## src/rtl/psg_pkg.sv

```systemverilog
// Shared constants for the multi-channel PSG: register offsets, envelope
// states and the 5-bit level to 8-bit amplitude log table.
package psg_pkg;

   typedef enum logic [1:0] {
      RAMP_UP = 2'd0,
      RAMP_DN = 2'd1,
      HOLD    = 2'd2
   } env_st_t;

   localparam logic [2:0] OFF_TLO = 3'd0;
   localparam logic [2:0] OFF_THI = 3'd1;
   localparam logic [2:0] OFF_VOL = 3'd2;
   localparam logic [2:0] OFF_EPL = 3'd3;
   localparam logic [2:0] OFF_EPH = 3'd4;
   localparam logic [2:0] OFF_SHP = 3'd5;
   localparam logic [2:0] OFF_CTL = 3'd6;

   // Strictly increasing so every level step is audible and distinguishable.
   localparam logic [7:0] VOL_TAB [32] = '{
      8'h00, 8'h01, 8'h02, 8'h03, 8'h04, 8'h05, 8'h06, 8'h07,
      8'h08, 8'h0A, 8'h0C, 8'h0E, 8'h10, 8'h13, 8'h16, 8'h1A,
      8'h1E, 8'h23, 8'h29, 8'h30, 8'h38, 8'h41, 8'h4C, 8'h58,
      8'h66, 8'h77, 8'h8A, 8'hA0, 8'hB9, 8'hD6, 8'hEC, 8'hFF
   };

endpackage

```

## src/rtl/psg_env.sv

```systemverilog
// Per-channel envelope generator: 16-bit period counter plus ramp/hold
// state machine producing a 5-bit level.
module psg_env
   import psg_pkg::*;
(
   input  logic        CLK,
   input  logic        RESET,
   input  logic        CE,
   input  logic        TICK,
   input  logic        RESTART,
   input  logic [15:0] PERIOD,
   input  logic [3:0]  SHAPE,
   output logic [4:0]  LEVEL
);

   env_st_t     st;
   logic [15:0] ecnt;
   logic [15:0] lim;
   logic        c_bit, at, alt, h, up, at_end;

   assign {c_bit, at, alt, h} = SHAPE;
   assign lim    = (PERIOD == '0) ? '0 : PERIOD - 16'd1;
   assign up     = (st == RAMP_UP);
   assign at_end = (up && LEVEL == 5'd31) || (st == RAMP_DN && LEVEL == 5'd0);

   always_ff @(posedge CLK or posedge RESET) begin
      if (RESET) begin
         st    <= HOLD;
         LEVEL <= 5'd0;
         ecnt  <= '0;
      end else if (CE) begin
         if (RESTART) begin
            ecnt  <= '0;
            LEVEL <= at ? 5'd0 : 5'd31;
            st    <= at ? RAMP_UP : RAMP_DN;
         end else if (TICK) begin
            if (ecnt >= lim) begin
               ecnt <= '0;
               if (st != HOLD) begin
                  if (!at_end)
                     LEVEL <= up ? LEVEL + 5'd1 : LEVEL - 5'd1;
                  else if (!c_bit) begin
                     st    <= HOLD;
                     LEVEL <= 5'd0;
                  end else if (h) begin
                     st    <= HOLD;
                     LEVEL <= (at ^ alt) ? 5'd31 : 5'd0;
                  end else if (alt) begin
                     // turn around without repeating the end level
                     st    <= up ? RAMP_DN : RAMP_UP;
                     LEVEL <= up ? 5'd30 : 5'd1;
                  end else
                     LEVEL <= up ? 5'd0 : 5'd31;
               end
            end else
               ecnt <= ecnt + 16'd1;
         end
      end
   end

endmodule

```

## src/rtl/psg_multi.sv

```systemverilog
// Multi-channel PSG: register file, prescaler, tone and noise generators,
// per-channel envelopes and a registered stereo mixer.
module psg_multi
   import psg_pkg::*;
#(
   parameter  int NCH = 3,
   parameter  int TW  = 12,
   parameter  int DIV = 8,
   localparam int AW  = $clog2(NCH*8+1),
   localparam int OW  = 8 + $clog2(NCH)
)(
   input  logic          CLK,
   input  logic          RESET,
   input  logic          CE,
   input  logic          WE,
   input  logic [AW-1:0] ADDR,
   input  logic [7:0]    DI,
   output logic [7:0]    DO,
   output logic [OW-1:0] OUT_L,
   output logic [OW-1:0] OUT_R
);

   localparam int PW    = $clog2(DIV);
   localparam int GADDR = NCH*8;

   logic [PW-1:0] pcnt;
   logic          ntog, tick, ntick;
   logic [4:0]    nper, ncnt, nlim;
   logic [16:0]   lfsr;
   logic [2:0]    off;
   logic [AW-4:0] ach;

   logic [7:0]    tone_lo [NCH];
   logic [TW-9:0] tone_hi [NCH];
   logic [4:0]    vol_r   [NCH];
   logic [15:0]   eper    [NCH];
   logic [3:0]    shape   [NCH];
   logic [3:0]    ctl     [NCH];
   logic          pend    [NCH];
   logic          tone_b  [NCH];
   logic [4:0]    elvl    [NCH];
   logic [7:0]    mix     [NCH];
   logic [OW-1:0] sum_l, sum_r;

   assign off   = ADDR[2:0];
   assign ach   = ADDR[AW-1:3];
   assign tick  = CE && (pcnt == PW'(DIV-1));
   assign ntick = tick && ntog;
   assign nlim  = (nper == '0) ? '0 : nper - 5'd1;

   always_ff @(posedge CLK or posedge RESET) begin
      if (RESET) begin
         pcnt <= '0;
         ntog <= 1'b0;
         nper <= '0;
         ncnt <= '0;
         lfsr <= 17'd1;
      end else begin
         if (WE && int'(ADDR) == GADDR) nper <= DI[4:0];
         if (CE) pcnt <= pcnt + 1'b1;
         if (tick) ntog <= ~ntog;
         if (ntick) begin
            if (ncnt >= nlim) begin
               ncnt <= '0;
               // an all-zero LFSR would lock up; reseed instead of shifting
               lfsr <= (lfsr == '0) ? 17'd1 : {lfsr[15:0], lfsr[16] ^ lfsr[13]};
            end else
               ncnt <= ncnt + 5'd1;
         end
      end
   end

   for (genvar g = 0; g < NCH; g++) begin : g_ch
      logic          we_c, gate;
      logic [TW-1:0] tper, tlim, tcnt;
      logic [4:0]    lvl;

      assign we_c = WE && (int'(ach) == g);
      assign tper = {tone_hi[g], tone_lo[g]};
      assign tlim = (tper == '0) ? '0 : tper - 1'b1;

      always_ff @(posedge CLK or posedge RESET) begin
         if (RESET) begin
            tone_lo[g] <= '0;
            tone_hi[g] <= '0;
            vol_r[g]   <= '0;
            eper[g]    <= '0;
            shape[g]   <= '0;
            ctl[g]     <= 4'hC;
            pend[g]    <= 1'b0;
         end else begin
            if (we_c) begin
               case (off)
                  OFF_TLO: tone_lo[g]     <= DI;
                  OFF_THI: tone_hi[g]     <= DI[TW-9:0];
                  OFF_VOL: vol_r[g]       <= DI[4:0];
                  OFF_EPL: eper[g][7:0]   <= DI;
                  OFF_EPH: eper[g][15:8]  <= DI;
                  OFF_SHP: shape[g]       <= DI[3:0];
                  OFF_CTL: ctl[g]         <= DI[3:0];
                  default: ;
               endcase
            end
            // restart request is held until the envelope sees a CE
            pend[g] <= (pend[g] & ~CE) | (we_c && off == OFF_SHP);
         end
      end

      always_ff @(posedge CLK or posedge RESET) begin
         if (RESET) begin
            tcnt      <= '0;
            tone_b[g] <= 1'b0;
         end else if (tick) begin
            if (tcnt >= tlim) begin
               tcnt      <= '0;
               tone_b[g] <= ~tone_b[g];
            end else
               tcnt <= tcnt + 1'b1;
         end
      end

      psg_env u_env (
         .CLK     (CLK),
         .RESET   (RESET),
         .CE      (CE),
         .TICK    (tick),
         .RESTART (pend[g]),
         .PERIOD  (eper[g]),
         .SHAPE   (shape[g]),
         .LEVEL   (elvl[g])
      );

      assign gate   = (tone_b[g] | ~ctl[g][0]) & (lfsr[0] | ~ctl[g][1]);
      assign lvl    = !gate ? 5'd0 : vol_r[g][4] ? elvl[g] : {vol_r[g][3:0], vol_r[g][3]};
      assign mix[g] = VOL_TAB[lvl];
   end

   always_comb begin
      sum_l = '0;
      sum_r = '0;
      for (int c = 0; c < NCH; c++) begin
         if (ctl[c][2]) sum_l = sum_l + OW'(mix[c]);
         if (ctl[c][3]) sum_r = sum_r + OW'(mix[c]);
      end
   end

   always_ff @(posedge CLK or posedge RESET) begin
      if (RESET) begin
         OUT_L <= '0;
         OUT_R <= '0;
      end else if (CE) begin
         OUT_L <= sum_l;
         OUT_R <= sum_r;
      end
   end

   always_comb begin
      DO = '0;
      if (int'(ADDR) == GADDR) DO = 8'(nper);
      for (int c = 0; c < NCH; c++) begin
         if (int'(ach) == c) begin
            case (off)
               OFF_TLO: DO = tone_lo[c];
               OFF_THI: DO = 8'(tone_hi[c]);
               OFF_VOL: DO = 8'(vol_r[c]);
               OFF_EPL: DO = eper[c][7:0];
               OFF_EPH: DO = eper[c][15:8];
               OFF_SHP: DO = 8'(shape[c]);
               OFF_CTL: DO = 8'(ctl[c]);
               default: DO = '0;
            endcase
         end
      end
   end

endmodule

```

## config.mk

```make
export PLATFORM = sky130hd
export DESIGN_NAME = psg_multi
export DESIGN_NICKNAME = d
export VERILOG_FILES = /design/src/rtl/psg_pkg.sv /design/src/rtl/psg_env.sv /design/src/rtl/psg_multi.sv
export SDC_FILE = /design/constraint.sdc
export NUM_CORES = 1
export LEC_CHECK = 0
export BUFFER_PORTS_ARGS = -buffer_cell sky130_fd_sc_hd__buf_4
export CAP_MARGIN = 20
export CORE_ASPECT_RATIO = 1.4
export CORE_MARGIN = 4
export CORE_UTILIZATION = 42
export CTS_CLUSTER_DIAMETER = 30
export DETAILED_ROUTE_END_ITERATION = 10
export PLACE_DENSITY_LB_ADDON = 0.05
export SETUP_SLACK_MARGIN = 0.1
export SKIP_LAST_GASP = 1
export SLEW_MARGIN = 15
export SYNTH_ARGS = -nofsm -noshare
export SYNTH_HDL_FRONTEND = slang
export SYNTH_SLANG_ARGS = --single-unit
```

## constraint.sdc

```tcl
create_clock -name CLK -period 13.1 [get_ports CLK]
set_clock_uncertainty 0.15 [all_clocks]
set_input_delay 2.62 -clock CLK [delete_from_list [all_inputs] [get_ports CLK]]
set_output_delay 2.62 -clock CLK [all_outputs]
set_load 0.03 [all_outputs]
```

## Yosys cells after proc, flatten, opt, wreduce, memory -nomap -nowiden

Memories as Yosys holds them, arrays and structs flattened.
Index checks and enable logic that the tools add are counted.

| storage, ports and cells | value |
|---|---|
| output and inout bits | 28 |
| register bits after elaboration | 285 |
| input port bits | 17 |
| word-level logic and storage cells | 334 |
| memories kept | 3 |
| bits in read-only memories | 768 |

Memory list:

| memory | words | bits a word | rd ports | clocked after Yosys merged registers in | wr ports | RTL line | RTL |
|---|---|---|---|---|---|---|---|
| (no name shown) | 32 | 8 | 1 | 0 | 0 | psg_multi.sv:135 | `assign mix[g] = VOL_TAB[lvl];` |
| (no name shown) | 32 | 8 | 1 | 0 | 0 | psg_multi.sv:135 |  |
| (no name shown) | 32 | 8 | 1 | 0 | 0 | psg_multi.sv:135 |  |

| cells by class | value |
|---|---|
| reduce and logical (&&, ||, !) cells | 80 |
| eq/ne operators | 22 |
| magnitude comparators | 10 |
| add/subtract/negate cells | 25 |
| bitwise operators | 33 |
| multiplexer cells | 115 |

Operators with widths:

| cell | number |
|---|---|
| 5-bit two-way mux | 48 |
| 16-bit two-way mux | 12 |
| 8-bit case mux with 7 select lines | 3 |
| 8-bit two-way mux | 11 |
| 12-bit two-way mux | 6 |
| 2-bit AND reduction | 28 |
| 16-bit by 1-bit adder with 16-bit output (second input constant) | 3 |
| 16-bit greater-or-equal comparator | 3 |
| 16-bit logical NOT | 3 |
| 2-bit two-way mux | 24 |
| 16-bit by 1-bit subtractor with 16-bit output (second input constant) | 3 |
| 10-bit by 8-bit adder with 10-bit output | 4 |
| 10-bit two-way mux | 4 |
| 12-bit by 1-bit adder with 12-bit output (second input constant) | 3 |
| 12-bit greater-or-equal comparator | 3 |
| 12-bit logical NOT | 3 |
| 12-bit by 1-bit subtractor with 12-bit output (second input constant) | 3 |
| 2-bit nonzero test | 12 |
| 5-bit by 1-bit adder with 5-bit output (second input constant) | 4 |
| 5-bit logical NOT | 4 |
| 5-bit by 1-bit subtractor with 5-bit output (second input constant) | 4 |
| 6-bit greater-or-equal comparator (second input constant) | 3 |
| 5-bit inverter with 6-bit output | 3 |
| 6-bit AND reduction | 3 |
| other kinds (23) | 88 |

## Logic depth before layout (Yosys ltp)

| logic depth | value |
|---|---|
| depth in word-level cells | 13 |
| mapped depth | 26 |
| mapped depth without buffers | 25 |

## Cells and area by module

From an unflattened synthesis, not the netlist that was laid out.

| unflattened totals | value |
|---|---|
| cell total of the unflattened synthesis | 2,282 |
| area, all modules | 21,174.1 um^2 |

Modules (own cells, without submodules):

| module | cells an instance | area each (um^2) | instances | seq. area each (um^2) |
|---|---|---|---|---|
| psg_multi | 1,527 | 14,838.0 | 1 | 5,413.9 |
| psg_env (g_ch[0].u_env ...) | 251 | 2,105.8 | 2 | 576.8 |
| psg_env (g_ch[2].u_env) | 253 | 2,124.5 | 1 | 576.8 |

## Worst setup path after synthesis

Ideal clock, no wire load.

| timing path | value |
|---|---|
| path type | in2out |
| start | in ADDR[2] |
| end | out DO[1] |
| required time | 10.330 ns |
| arrival | 4.622 ns |
| cell stages on the path | 7 |
| path buffers | 3 |
| path slack | 5.708 ns |
| path through | buf_2 -> buf_2 -> clkbuf_1 -> a31oi_1 -> o22ai_1 -> a21oi_1 -> o41ai_1 |

| on the way | value |
|---|---|
| longest elaborated chain between the ends | 5 |
| elaborated cells between the ends (all ways) | 15 |
| those cells by class | eq/ne (7); mux (7); reduce/logical (1) |

Ends and longest elaborated chain:

| what | RTL line | RTL |
|---|---|---|
| from (decl) | psg_multi.sv:16 | `input logic [AW-1:0] ADDR,` |
| 3-bit == test, or another cell as far along | psg_multi.sv:162 | `case (off)` |
| 8-bit case mux with 7 select lines / 5-bit two-way mux (equally long branches) | psg_multi.sv:162, psg_multi.sv:159 |  |
| 8-bit two-way mux (2 in a row) | psg_multi.sv:161 | `if (int'(ach) == c) begin` |
| 8-bit two-way mux * | psg_multi.sv:161 |  |
| to (decl) | psg_multi.sv:18 | `output logic [7:0] DO,` |

Mark *: on every way between the ends. The rest lies on a longest branch, timed or not.

## Worst setup path after layout

| timing path | value |
|---|---|
| start | in ADDR[0] |
| end | out DO[1] |

The elaborated chain is that of the path after synthesis.

==> flow_metrics.env <==
export IMPL_area_of_the_die_um2=53000
export IMPL_wire_per_inst_um=20.2
export IMPL_internal_power_mw=2.85
export IMPL_number_of_h_tree_branching_levels=3
export IMPL_sequential_cell_area_um2=7140
export IMPL_syn_cell_area_um2=20700
export IMPL_timing_final_hold_violations=0
export IMPL_antenna_found_initial=1
export IMPL_detail_route_wirelength_um=61400
export IMPL_power_frac_comb=0.312
export IMPL_min_delay_start="OUT_R[4]"
export IMPL_setup_repair_after_global_routing_missed_its_margin="false"
export IMPL_area_delta_synth_final_pct=15.8
export IMPL_clk_transition_reported_paths_ps=40
export IMPL_worst_r2r_setup_slack_ps=7030
export IMPL_run_status="finished, final reports clean"
export IMPL_detailedPlacementHpwl_um=46200
export IMPL_count_leader_synth="sky130_fd_sc_hd__nand2_1"
export IMPL_report_final_slew_viol_count=0
export IMPL_netlist_instances=2297
export IMPL_clock_root_buffer="sky130_fd_sc_hd__clkbuf_16"
export IMPL_syn_nets=2483
export IMPL_cts_repair_resized=0
export IMPL_whs_endpoint="OUT_R[4]"
export IMPL_p_seq_frac=0.299
export IMPL_timing_reg2reg_worst_path_depth=19
export IMPL_worst_endpoint_required_ps=10330
export IMPL_postLayoutCoreUtil=0.491
export IMPL_post_cts_repair_setup_buffers=0
export IMPL_final_min_clock_period_ps=8010
export IMPL_timing_hold_worst_path_depth=1
export IMPL_endpoint_kind="output pin"
export IMPL_synth_cells_most_frequent="282 x sky130_fd_sc_hd__nand2_1, 275 x sky130_fd_sc_hd__dfrtp_1, 223 x sky130_fd_sc_hd__nor2_1"
export IMPL_floorplan_die_width_um=196
export IMPL_rr_startpoint="vol_r[14]"
export IMPL_row_count=96
export IMPL_setup_tns_final_ps=0
export IMPL_dr_vias_cell=5.77
export IMPL_clock_fmax_mhz=125
export IMPL_n_fill_cell=4594
export IMPL_yosys_area_top_type="sky130_fd_sc_hd__dfrtp_1"
export IMPL_timing_final_setup_violations=0
export IMPL_holdCritPathClass="flip-flop to flip-flop"
export IMPL_vdd_drop_max_mv=0.151
export IMPL_cap_viol_max_count=0
export IMPL_area_after_dpl_um2=21600
export IMPL_multi_input_comb_area_um2=13000
export IMPL_grt_max_degree=108
export IMPL_netlist_cell_type_count=93
export IMPL_placeableCoreArea_um2=48900
export IMPL_switching_power_mw=1.66
export IMPL_gp_routability_congestion=0.903
export IMPL_crit_reg2reg_capture="OUT_L[8]"
export IMPL_synth_ff_latch_count=285
export IMPL_worstSetupStartpointType="input port"
export IMPL_tightest_slew_ps=1010
export IMPL_synth_edf_count=0
export IMPL_drc=0
export IMPL_synthTopCellsByArea="sky130_fd_sc_hd__dfrtp_1 33%, sky130_fd_sc_hd__ha_1 9.8%, sky130_fd_sc_hd__mux2_2 8.6%, sky130_fd_sc_hd__nand2_1 5.1%, sky130_fd_sc_hd__nor2_1 4.0%"
export IMPL_grt_overflow_total=0
export IMPL_power_density_nw_per_um2=188
export IMPL_synth_top_area_share=0.332
export IMPL_synthArstFlopShare=1.00
export IMPL_post_route_cells_drive_above_1_share=0.159
export IMPL_clock_latency_ps=610
export IMPL_clock_power_share=0.389
export IMPL_cp_max_fo=38
export IMPL_detailedRoute_firstIterationViolations=978
export IMPL_yosys_warnings=0
export IMPL_nNetsFinal=2529
export IMPL_vias_in_the_first_global_route=17589
export IMPL_crit_arrival_ps=5240
export IMPL_switching_share=0.368
export IMPL_cts_tree="yes"
export IMPL_floorplan_initialDensity=0.424
export IMPL_clock_sink_total=285
export IMPL_num_vias=17498
export IMPL_cell_area_after_layout_um2=24000
export IMPL_cts_buffer_depth=3
export IMPL_crit_type="input port to output pin"
export IMPL_ios=45
export IMPL_ys_seq_area_frac=0.345
export IMPL_numCtsBuffers=67
export IMPL_cts_hold_buffers_added=0
export IMPL_ant_nets=0
export IMPL_final_period_utilization=0.612
export IMPL_dominantRegCellSynth="sky130_fd_sc_hd__dfrtp_1"
export IMPL_grt_pass1_wl_um=97900
export IMPL_dr_pass1_iters=7
export IMPL_postSynthAreaPerCell_um2=9.03
export IMPL_portBuffers=44
export IMPL_grt_util_all_layers=0.230
export IMPL_die_height_um=271
export IMPL_power_static_leakage_nw=11.0
export IMPL_slew_limit_headroom=0.324
[metrics by stage]
| stage | worst slack [ps] | std cells | total power [mW] | hold WS [ps] |
|---|---|---|---|---|
| after detailed placement | 5230 | 2909 | 2.76 | 322 |
| after global placement | 5230 | 2909 | 2.73 | 311 |
| after CTS | 5230 | 3032 | 4.55 | 332 |
| final | 5090 | 3035 | 4.51 | 330 |
| after floorplan | 2480 | 2297 | 2.32 | 298 |
| after global routing | 5030 | 3035 | 4.81 | 347 |
[cell usage in the layout, fill, tap and decap left out, types with 9 or more instances in the layout]
cell / count
sky130_fd_sc_hd__and2_1: 16
sky130_fd_sc_hd__a21oi_1: 124
sky130_fd_sc_hd__clkinvlp_4: 12
sky130_fd_sc_hd__a221oi_1: 9
sky130_fd_sc_hd__nor2b_1: 26
sky130_fd_sc_hd__xnor2_1: 50
sky130_fd_sc_hd__clkbuf_16: 68
sky130_fd_sc_hd__a22o_1: 17
sky130_fd_sc_hd__dfstp_2: 10
sky130_fd_sc_hd__nor4_1: 16
sky130_fd_sc_hd__bufinv_16: 10
sky130_fd_sc_hd__nand4_1: 21
sky130_fd_sc_hd__o21ai_0: 155
sky130_fd_sc_hd__a22oi_1: 19
sky130_fd_sc_hd__nand2_1: 282
sky130_fd_sc_hd__mux2i_1: 36
sky130_fd_sc_hd__nor3b_1: 9
sky130_fd_sc_hd__a211o_1: 9
sky130_fd_sc_hd__ha_1: 162
sky130_fd_sc_hd__nand2b_1: 49
sky130_fd_sc_hd__o22ai_1: 15
sky130_fd_sc_hd__and3_1: 25
sky130_fd_sc_hd__a211oi_1: 24
sky130_fd_sc_hd__buf_4: 55
sky130_fd_sc_hd__o21a_1: 15
sky130_fd_sc_hd__a21o_1: 29
sky130_fd_sc_hd__inv_1: 59
sky130_fd_sc_hd__mux2_2: 159
sky130_fd_sc_hd__xor2_1: 84
sky130_fd_sc_hd__dfrtp_1: 275
sky130_fd_sc_hd__or3_1: 21
sky130_fd_sc_hd__a31oi_1: 24
sky130_fd_sc_hd__nor2_1: 223
sky130_fd_sc_hd__nor3_1: 50
sky130_fd_sc_hd__nand3_1: 50
sky130_fd_sc_hd__o31ai_1: 10
sky130_fd_sc_hd__nand3b_1: 9
[cell type report]
type | instances | area share
sequential | 285 | 0.298
multi-input combinational | 1872 | 0.542
tap | 637 | 0.0332
timing repair buffer | 56 | 0.0174
clock inverter | 43 | 0.0251
inverter | 61 | 0.00985
antenna | 1 | 0.000104
clock buffer | 80 | 0.0744
[cells by family (layout without fill, tap and decap cells)]
logic type / Yosys count / in the layout / synth area share
simple gates: 831 / 831 / 0.189
compound gates: 534 / 534 / 0.165
flops: 285 / 285 / 0.345
mux: 204 / 204 / 0.113
fa+ha+maj: 169 / 169 / 0.105
buf+inv: 140 / 240 / 0.0275
xor+xnor: 134 / 134 / 0.0566
other cells: 0 / 1 / 0
[power groups by stage]
stage	Clock (mW)	Combinational, mW	Sequential, mW
after global routing	1.84	1.59	1.37
after floorplan	0	1.09	1.23
after CTS	1.79	1.41	1.35
after detailed placement	0	1.40	1.36
final	1.76	1.40	1.35
after global placement	0	1.37	1.36
[registers in the layout, summed over array words and instances, names as in the netlist, 6 cells and up]
signal and count:
ctl 12, g_ch.tper 36, g_ch.u_env.LEVEL 15, OUT_R 10
lfsr 17, g_ch.u_env.st 6, g_ch.u_env.ecnt 48, vol_r 15
shape 12, g_ch.tcnt 36, eper 48, OUT_L 10
[critical path, cell delays in order]
cell and delay (ps):
sky130_fd_sc_hd__buf_4 360, sky130_fd_sc_hd__nor2b_1 450, sky130_fd_sc_hd__and2_0 740, sky130_fd_sc_hd__a21oi_1 210, sky130_fd_sc_hd__o41ai_1 560, sky130_fd_sc_hd__buf_4 280
[how the worst max path moves through the flow]
stage	cells after the start	start	slack, ps	to
after global placement	6	ADDR[0]	5230	DO[1]
final	6	ADDR[0]	5090	DO[1]
after global routing	6	ADDR[0]	5030	DO[1]
after CTS	6	ADDR[0]	5230	DO[1]
after floorplan	1	RESET	2480	OUT_L[0]
after detailed placement	6	ADDR[0]	5230	DO[1]
[routing by layer]
layer,wire [um],vias to the layer above,GRT usage
met3,2930,106,0.0446
met1,26200,8597,0.286
met5,0,-,0
met2,30600,369,0.397
met4,1750,0,0.0803
li1,-,8426,-
(Power assumes the default switching activity.)
